<file path="config.mk">
export PLATFORM = sky130hd
export DESIGN_NAME = gate_array_unit
export DESIGN_NICKNAME = d
export VERILOG_FILES = /design/src/rtl/gate_pkg.sv /design/src/rtl/gate_skid_buf.sv /design/src/rtl/gate_array_unit.sv
export SDC_FILE = /design/constraint.sdc
export NUM_CORES = 1
export LEC_CHECK = 0
export BUFFER_PORTS_ARGS = -buffer_cell sky130_fd_sc_hd__buf_2
export CORE_ASPECT_RATIO = 2
export CORE_MARGIN = 3
export CORE_UTILIZATION = 59
export CTS_BUF_LIST = sky130_fd_sc_hd__clkbuf_4 sky130_fd_sc_hd__clkbuf_8
export DETAILED_ROUTE_END_ITERATION = 10
export PLACE_DENSITY = 0.83
export SLEW_MARGIN = 5
export SYNTH_ARGS = -nofsm -noshare
export SYNTH_HDL_FRONTEND = slang
export SYNTH_SLANG_ARGS = --single-unit
</file>
<file path="constraint.sdc">
create_clock -name clk -period 1.9 [get_ports clk]
set_input_delay 0.285 -clock clk [delete_from_list [all_inputs] [get_ports clk]]
set_output_delay 0.285 -clock clk [all_outputs]
set_load 0.005 [all_outputs]
</file>
<file path="src/rtl/gate_pkg.sv">
// Shared definitions for the gate array unit: opcodes, buffer depth and
// the combinational gate evaluator.
package gate_pkg;

    localparam logic [2:0] OP_AND  = 3'd0;
    localparam logic [2:0] OP_OR   = 3'd1;
    localparam logic [2:0] OP_NAND = 3'd2;
    localparam logic [2:0] OP_NOR  = 3'd3;
    localparam logic [2:0] OP_XOR  = 3'd4;
    localparam logic [2:0] OP_XNOR = 3'd5;
    localparam logic [2:0] OP_NOT  = 3'd6;
    localparam logic [2:0] OP_BUF  = 3'd7;

    localparam int unsigned BUF_DEPTH  = 2;
    localparam int unsigned GATE_MAX_W = 64;

    typedef struct packed {
        logic [GATE_MAX_W-1:0] y;
        logic                  illegal;
    } gate_res_t;

    // Operands arrive zero-extended to GATE_MAX_W; width selects the live bits
    // so the AND-family reductions are not polluted by the padding zeros.
    function automatic gate_res_t gate_eval(
        input logic [2:0]            op,
        input logic                  red,
        input logic [GATE_MAX_W-1:0] a,
        input logic [GATE_MAX_W-1:0] b,
        input int unsigned           width
    );
        gate_res_t             r;
        logic [GATE_MAX_W-1:0] mask;
        logic [GATE_MAX_W-1:0] am;
        r    = '0;
        mask = (width >= GATE_MAX_W) ? '1 : ((64'd1 << width) - 64'd1);
        am   = a & mask;
        if (red) begin
            case (op)
                OP_AND:  r.y[0] = &(am | ~mask);
                OP_OR:   r.y[0] = |am;
                OP_NAND: r.y[0] = ~&(am | ~mask);
                OP_NOR:  r.y[0] = ~|am;
                OP_XOR:  r.y[0] = ^am;
                OP_XNOR: r.y[0] = ~^am;
                default: r.illegal = 1'b1;
            endcase
        end else begin
            case (op)
                OP_AND:  r.y = a & b;
                OP_OR:   r.y = a | b;
                OP_NAND: r.y = ~(a & b);
                OP_NOR:  r.y = ~(a | b);
                OP_XOR:  r.y = a ^ b;
                OP_XNOR: r.y = ~(a ^ b);
                OP_NOT:  r.y = ~a;
                default: r.y = a;
            endcase
            r.y = r.y & mask;
        end
        return r;
    endfunction

endpackage

</file>
<file path="src/rtl/gate_skid_buf.sv">
// Two-entry valid/ready result buffer. The head slot doubles as the output
// register, so after the last pop y keeps the value that was just consumed.
module gate_skid_buf
    import gate_pkg::*;
#(
    parameter int unsigned WIDTH = 8,
    parameter int unsigned DEPTH = 2
) (
    input  logic             clk,
    input  logic             rst_n,
    input  logic             in_valid,
    output logic             in_ready,
    input  logic [WIDTH-1:0] in_data,
    output logic             out_valid,
    input  logic             out_ready,
    output logic [WIDTH-1:0] out_data
);

    if (DEPTH != BUF_DEPTH) begin : g_depth_check
        $error("gate_skid_buf: DEPTH must be 2");
    end

    logic [WIDTH-1:0] mem [2];
    logic             head;
    logic             tail;
    logic [1:0]       count;
    logic             push;
    logic             pop;

    // Empty buffer writes into the head slot so the held output is replaced in place.
    assign tail      = head ^ count[0];
    assign in_ready  = (count < 2'd2);
    assign out_valid = (count != 2'd0);
    assign out_data  = mem[head];
    assign push      = in_valid && in_ready;
    assign pop       = out_valid && out_ready;

    // Storage, head pointer and occupancy; head only moves when another entry follows it.
    always_ff @(posedge clk or negedge rst_n) begin
        if (!rst_n) begin
            mem[0] <= '0;
            mem[1] <= '0;
            head   <= 1'b0;
            count  <= '0;
        end else begin
            if (push) begin
                mem[tail] <= in_data;
            end
            if (pop && (push || count == 2'd2)) begin
                head <= ~head;
            end
            case ({push, pop})
                2'b10:   count <= count + 2'd1;
                2'b01:   count <= count - 2'd1;
                default: count <= count;
            endcase
        end
    end

endmodule

</file>
<file path="src/rtl/gate_array_unit.sv">
// Registered WIDTH-bit gate unit: bitwise gates or reductions of a, with a
// valid/ready input and a 2-entry buffered valid/ready output.
module gate_array_unit
    import gate_pkg::*;
#(
    parameter int unsigned WIDTH = 8,
    parameter int unsigned DEPTH = 2
) (
    input  logic             clk,
    input  logic             rst_n,
    input  logic             in_valid,
    output logic             in_ready,
    input  logic [WIDTH-1:0] a,
    input  logic [WIDTH-1:0] b,
    input  logic [2:0]       op,
    input  logic             red,
    output logic             out_valid,
    input  logic             out_ready,
    output logic [WIDTH-1:0] y,
    output logic             err
);

    if (WIDTH < 1 || WIDTH > GATE_MAX_W) begin : g_width_check
        $error("gate_array_unit: WIDTH must be in 1..64");
    end

    gate_res_t        res;
    logic [WIDTH-1:0] result;
    logic             accept;

    assign res    = gate_eval(op, red, GATE_MAX_W'(a), GATE_MAX_W'(b), WIDTH);
    assign result = res.y[WIDTH-1:0];
    assign accept = in_valid && in_ready;

    // Sticky flag for a reduction requested with NOT/BUF; only reset clears it.
    always_ff @(posedge clk or negedge rst_n) begin
        if (!rst_n) begin
            err <= 1'b0;
        end else if (accept && res.illegal) begin
            err <= 1'b1;
        end
    end

    gate_skid_buf #(
        .WIDTH (WIDTH),
        .DEPTH (DEPTH)
    ) u_buf (
        .clk       (clk),
        .rst_n     (rst_n),
        .in_valid  (in_valid),
        .in_ready  (in_ready),
        .in_data   (result),
        .out_valid (out_valid),
        .out_ready (out_ready),
        .out_data  (y)
    );

endmodule
</file>
---- Yosys cells after proc, flatten, opt, wreduce, memory -nomap -nowiden ----
Cells that the tools add are included.
storage, ports and cells
  register bits after elaboration ......... 20
  input port bits ......................... 24
cells by class
  add/sub/neg operators ................... 2
  $lt $le $gt $ge ......................... 4
  equal/unequal tests ..................... 9
  multiplexer cells ....................... 13
  bitwise operators ....................... 11
  reduce and logical (&&, ||, !) cells .... 16
operator list
  operator                                                         number
  64-bit XNOR reduction                                            1
  64-bit XOR reduction                                             1
  8-bit case mux with 7 select lines                               1
  8-bit 2-to-1 mux                                                 4
  8-bit inverter                                                   4
  16-bit bitwise mux                                               1
  3-bit == test, second input constant                             3
  8-bit AND                                                        1
  8-bit demux with 1-bit select                                    1
  8-bit OR                                                         1
  8-bit AND reduction                                              1
  8-bit OR reduction                                               1
  8-bit bitwise XOR                                                1
  7-bit 2-to-1 mux                                                 1
  3-bit by 2-bit == test with 1-bit output, second input constant  2
  1-bit case mux with 6 select lines                               1
  6-bit OR reduction                                               1
  1-bit logical AND                                                5
  2-bit == test, second input constant                             2
  2-bit >= comparator, second input constant                       2
  1-bit inverter with 2-bit output                                 2
  2-bit case mux with 2 select lines                               1
  2-bit nonzero test                                               2
  3-bit by 1-bit == test with 1-bit output, second input constant  1
  11 further kinds                                                 14

---- Logic depth before layout (Yosys ltp) ----
  depth after elaboration ................. 7
  depth in mapped cells ................... 6

---- Hierarchy ----
From an unflattened synthesis, not the netlist that was laid out.
second synthesis, totals
  cell total of the unflattened synthesis .. 198
  area total of the unflattened synthesis .. 2060.7 µm²
by module, submodules not included
  module           times used  cells each  area each (µm²)
  gate_array_unit  1           136         1098.6
  gate_skid_buf    1           62          962.2

---- Worst setup path after synthesis ----
OpenSTA, ideal clock, no wires.
  path kind ............................... input to register
  start ................................... in a[4]
  end ..................................... reg u_buf.mem[12] in the netlist's numbering
  library setup time ...................... 0.065 ns
  arrival time ............................ 1.654 ns
  data required time ...................... 1.835 ns
  path slack .............................. 0.181 ns
  cell stages on the path ................. 6
  path buffers ............................ 0
  cell sequence ........................... inv_1 ha_1 mux2_1 mux4_2 nor3_2 mux2_2
between the ends
  cells in the longest elaborated chain, start to end .. 5
  elaborated cells between the ends (all ways) .. 10
  classes of those cells .................. mux: 3; bitwise: 7
ends and longest elaborated chain
  what                                             line                                            RTL
  start, declared                                  gate_array_unit.sv:13                           input logic [WIDTH-1:0] a,
  8-bit bitwise XOR, or another cell as far along  gate_pkg.sv:53, gate_pkg.sv:54
  8-bit inverter, on equally long branches         gate_pkg.sv:54, gate_pkg.sv:51, gate_pkg.sv:52
  8-bit case mux with 7 select lines *             gate_pkg.sv:48                                  case (op)
  7-bit 2-to-1 mux *                               gate_pkg.sv:37                                  if (red) begin
  16-bit bitwise mux *                             gate_skid_buf.sv:47                             mem[tail] <= in_data;
  end signal, assigned by index                    gate_skid_buf.sv:47
  end, declared                                    gate_skid_buf.sv:23                             logic [WIDTH-1:0] mem [2];
Mark *: on every way between the ends. The rest lies on a longest branch, timed or not.
A chain may end at the register's enable or synchronous reset.

---- Worst setup path after layout ----
  start ................................... in op[2]
  end ..................................... reg u_buf.mem[15] in the netlist's numbering
between the ends
  cells in the longest elaborated chain, start to end .. 4
  elaborated cells between the ends (all ways) .. 10
  classes of those cells .................. eq/ne: 6; mux: 3; reduce/logical: 1
ends and longest elaborated chain
  what                                         line                   RTL
  start, declared                              gate_array_unit.sv:15  input logic [2:0] op,
  3-bit == test, or another cell as far along  gate_pkg.sv:48
  8-bit case mux with 7 select lines *         gate_pkg.sv:48
  7-bit 2-to-1 mux *                           gate_pkg.sv:37
  16-bit bitwise mux *                         gate_skid_buf.sv:47
Marked as above.

==> results.sh <==
export IMPL_status="finished, final reports clean"
export IMPL_setup_violations_final=0
export IMPL_htree_levels=1
export IMPL_tightest_slew_ps=618
export IMPL_dpl_hpwl_um=3520
export IMPL_core_rowCount=29
export IMPL_synthFlopType="dfrtp_1"
export IMPL_clock_path_buffers=2
export IMPL_power_frac_comb_pct=51.3
export IMPL_worstPathCellList="buf_2, mux2_1, mux4_2, nor3_2, mux2_2"
export IMPL_syn_to_final_growth_pct=17.0
export IMPL_start_util_pct=63.0
export IMPL_antenna_left=0
export IMPL_power_mw=2.22
export IMPL_clock_skew_ps=1.32
export IMPL_synth_nets=234
export IMPL_p_clk_share_pct=14.5
export IMPL_drt_pre_antenna_iters=4
export IMPL_portBuffers=34
export IMPL_synth_top_cell_area_share_pct=24.3
export IMPL_grt_pass1_wl_um=6890
export IMPL_drive_above_1_share_pct=44.0
export IMPL_synth_most_common_cell="ha_1"
export IMPL_endpoint_kind="flip-flop"
export IMPL_ys_types=35
export IMPL_vias=1563
export IMPL_cts_tree="done"
export IMPL_ir_drop_uv=549
export IMPL_place_gp_congestion=0.828
export IMPL_core_area_um2=3270
export IMPL_root_buffer="clkbuf_8"
export IMPL_cts_num_sinks=20
export IMPL_seqPwrFrac_pct=34.1
export IMPL_clk_latency_ps=260
export IMPL_clk_pin_slew_ps=70
export IMPL_p_sw_mw=0.737
export IMPL_fmax_mhz=550
export IMPL_path_class="in2reg"
export IMPL_drt_iter0_drc=21
export IMPL_synth_area_leaders="dfrtp_1, ha_1, mux2_2"
export IMPL_fill_cells=246
export IMPL_final_net_count=284
export IMPL_track_usage_pct=22.3
export IMPL_syn_area_um2=2060
export IMPL_final_cell_count_no_fill=265
export IMPL_pin_count=35
export IMPL_p_leak_nw=1.23
export IMPL_antenna_found_initial=0
export IMPL_power_internal_mw=1.49
export IMPL_dp_cells=260
export IMPL_dieArea_um2=4280
export IMPL_syn_avg_cell_area_um2=11.1
export IMPL_fin_crit_sh_pct=95.8
export IMPL_wl_per_cell_um=16.6
export IMPL_max_stage_delay_ps=490
export IMPL_crit_slowest_cell="buf_2"
export IMPL_min_period_ps=1820
export IMPL_post_cts_buffers=0
export IMPL_seq_area_frac_synth_pct=24.3
export IMPL_synthTopCellsByCount="ha_1, mux2_2, dfrtp_1"
export IMPL_relSlewSlack_pct=58.8
export IMPL_cp_data_arrival_time_ps=2020
export IMPL_grt_max_degree=27
export IMPL_cp_top_family="multiplexers"
export IMPL_finalMaxSlewViolations=0
export IMPL_path_buf_inv=1
export IMPL_synth_seq_cells=20
export IMPL_die_h_um=89.5
export IMPL_grt_pass1_vias=1616
export IMPL_yosys_area_top_type="dfrtp_1"
export IMPL_grt_overflow=0
export IMPL_hold_viol=0
export IMPL_remaining_drc_errors=0
export IMPL_cp_start_kind="input port"
export IMPL_routed_wl_um=4390
export IMPL_cts_made_buffers=3
export IMPL_cp_required_ps=2100
export IMPL_synth_edf_count=0
export IMPL_drv_cap=0
export IMPL_syn_inst=185
export IMPL_ys_warn_count=0
export IMPL_die_x_um=47.8
export IMPL_async_flop_share_pct=100
export IMPL_swShare_pct=33.1
export IMPL_crit_fanout=26
export IMPL_insertedDiodeCount=0
export IMPL_power_density_nw_per_um2=923
export IMPL_post_drt_via_cell_ratio=5.90
export IMPL_hp_class="in2reg"
export IMPL_rsz0062_at_grt="no"
-- final timing paths --
kind | depth (start not counted) | to | slack, ps | startpoint
max in group asynchronous | 2 | u_buf.mem[9] | 1110 | rst_n
worst min register to register | 1 | err | 470 | err
min in group asynchronous | 2 | u_buf.count[0] | 490 | rst_n
worst max register to register | 5 | u_buf.count[1] | 330 | u_buf.count[0]
worst max-delay path | 5 | u_buf.mem[15] | 80 | op[2]
worst min-delay path | 3 | err | 410 | in_valid
-- per-stage QoR --
step	setup TNS, ps	utilization (%)	setup WS (ps)	area, um^2	hold slack, ps
2_1_floorplan	0	-	181	2060	-10.6
3_3_place_gp	-1510	71.8	-132	2340	241
3_5_place_dp	-2230	71.8	-181	2340	250
4_1_cts	0	73.8	89.1	2410	408
5_1_grt	0	73.8	2.12	2410	426
6_report	0	73.8	80.6	2410	415
-- timing repair --
item	4_1_cts	5_1_grt
hold endpoints to repair	20	0
gates resized for setup	0	0
hold buffers	1	0
-- per-layer routing --
metal	GRT usage, %	part of all wire (%)
met1	20.6	36
met2	44.8	60
met3	1.61	2.5
met4	8.82	2.1
met5	0	0
-- flip-flops by register name, indices dropped and copies added, names as in the netlist --
| signal | flops |
|---|---|
| err | 1 |
| u_buf.count | 2 |
| u_buf.head | 1 |
| u_buf.mem | 16 |
-- final cells by class --
cell class	count	area [um^2]	area share [%]
Clock buffer	4	55.1	2.29
Tap cell	31	38.8	1.61
Inverter	17	63.8	2.65
Timing Repair Buffer	55	330	13.7
Multi-Input combinational cell	138	1420	59.0
Sequential cell	20	500	20.8
-- cells by family (layout without fill, tap and decap cells) --
logic type / count (synthesis) / after routing / share of synthesized area, %
AO/OA/AOI/OAI: 7 / 7 / 2.49
XOR/XNOR: 8 / 8 / 4.07
adder cells (fa/ha/maj): 25 / 25 / 15.2
buffers and inverters: 27 / 76 / 6.69
flip-flops: 20 / 20 / 24.3
multiplexers: 56 / 56 / 35.1
AND/OR/NAND/NOR: 42 / 42 / 12.1
-- power by group through the flow --
| stage | Clock [mW] | Combinational (mW) | Sequential (mW) |
|---|---|---|---|
| 6_report | 0.323 | 1.14 | 0.759 |
| 5_1_grt | 0.358 | 1.26 | 0.781 |
| 4_1_cts | 0.333 | 1.16 | 0.757 |
| 3_5_place_dp | 0 | 1.15 | 0.762 |
| 3_3_place_gp | 0 | 1.12 | 0.747 |
| 2_1_floorplan | 0 | 0.805 | 0.715 |
-- worst min-delay path, cell delays in order --
cell	delay, ps
buf_2	90
nand2b_1	160
o21bai_1	100
-- cells in the final DEF, fill, tap and decap left out, drive strengths merged, types with 2 or more instances in the layout --
cell | synthesis | layout
clkbuf | 0 | 4
inv | 17 | 17
mux2i | 10 | 10
mux2 | 39 | 39
xor2 | 4 | 4
nand3b | 2 | 2
nor2b | 3 | 3
ha | 25 | 25
nor2 | 19 | 19
dfrtp | 20 | 20
nor3 | 8 | 8
xnor2 | 3 | 3
nand3 | 2 | 2
nand4 | 2 | 2
mux4 | 7 | 7
a31oi | 2 | 2
buf | 10 | 54
No activity file was read; power rests on OpenSTA's default activity.
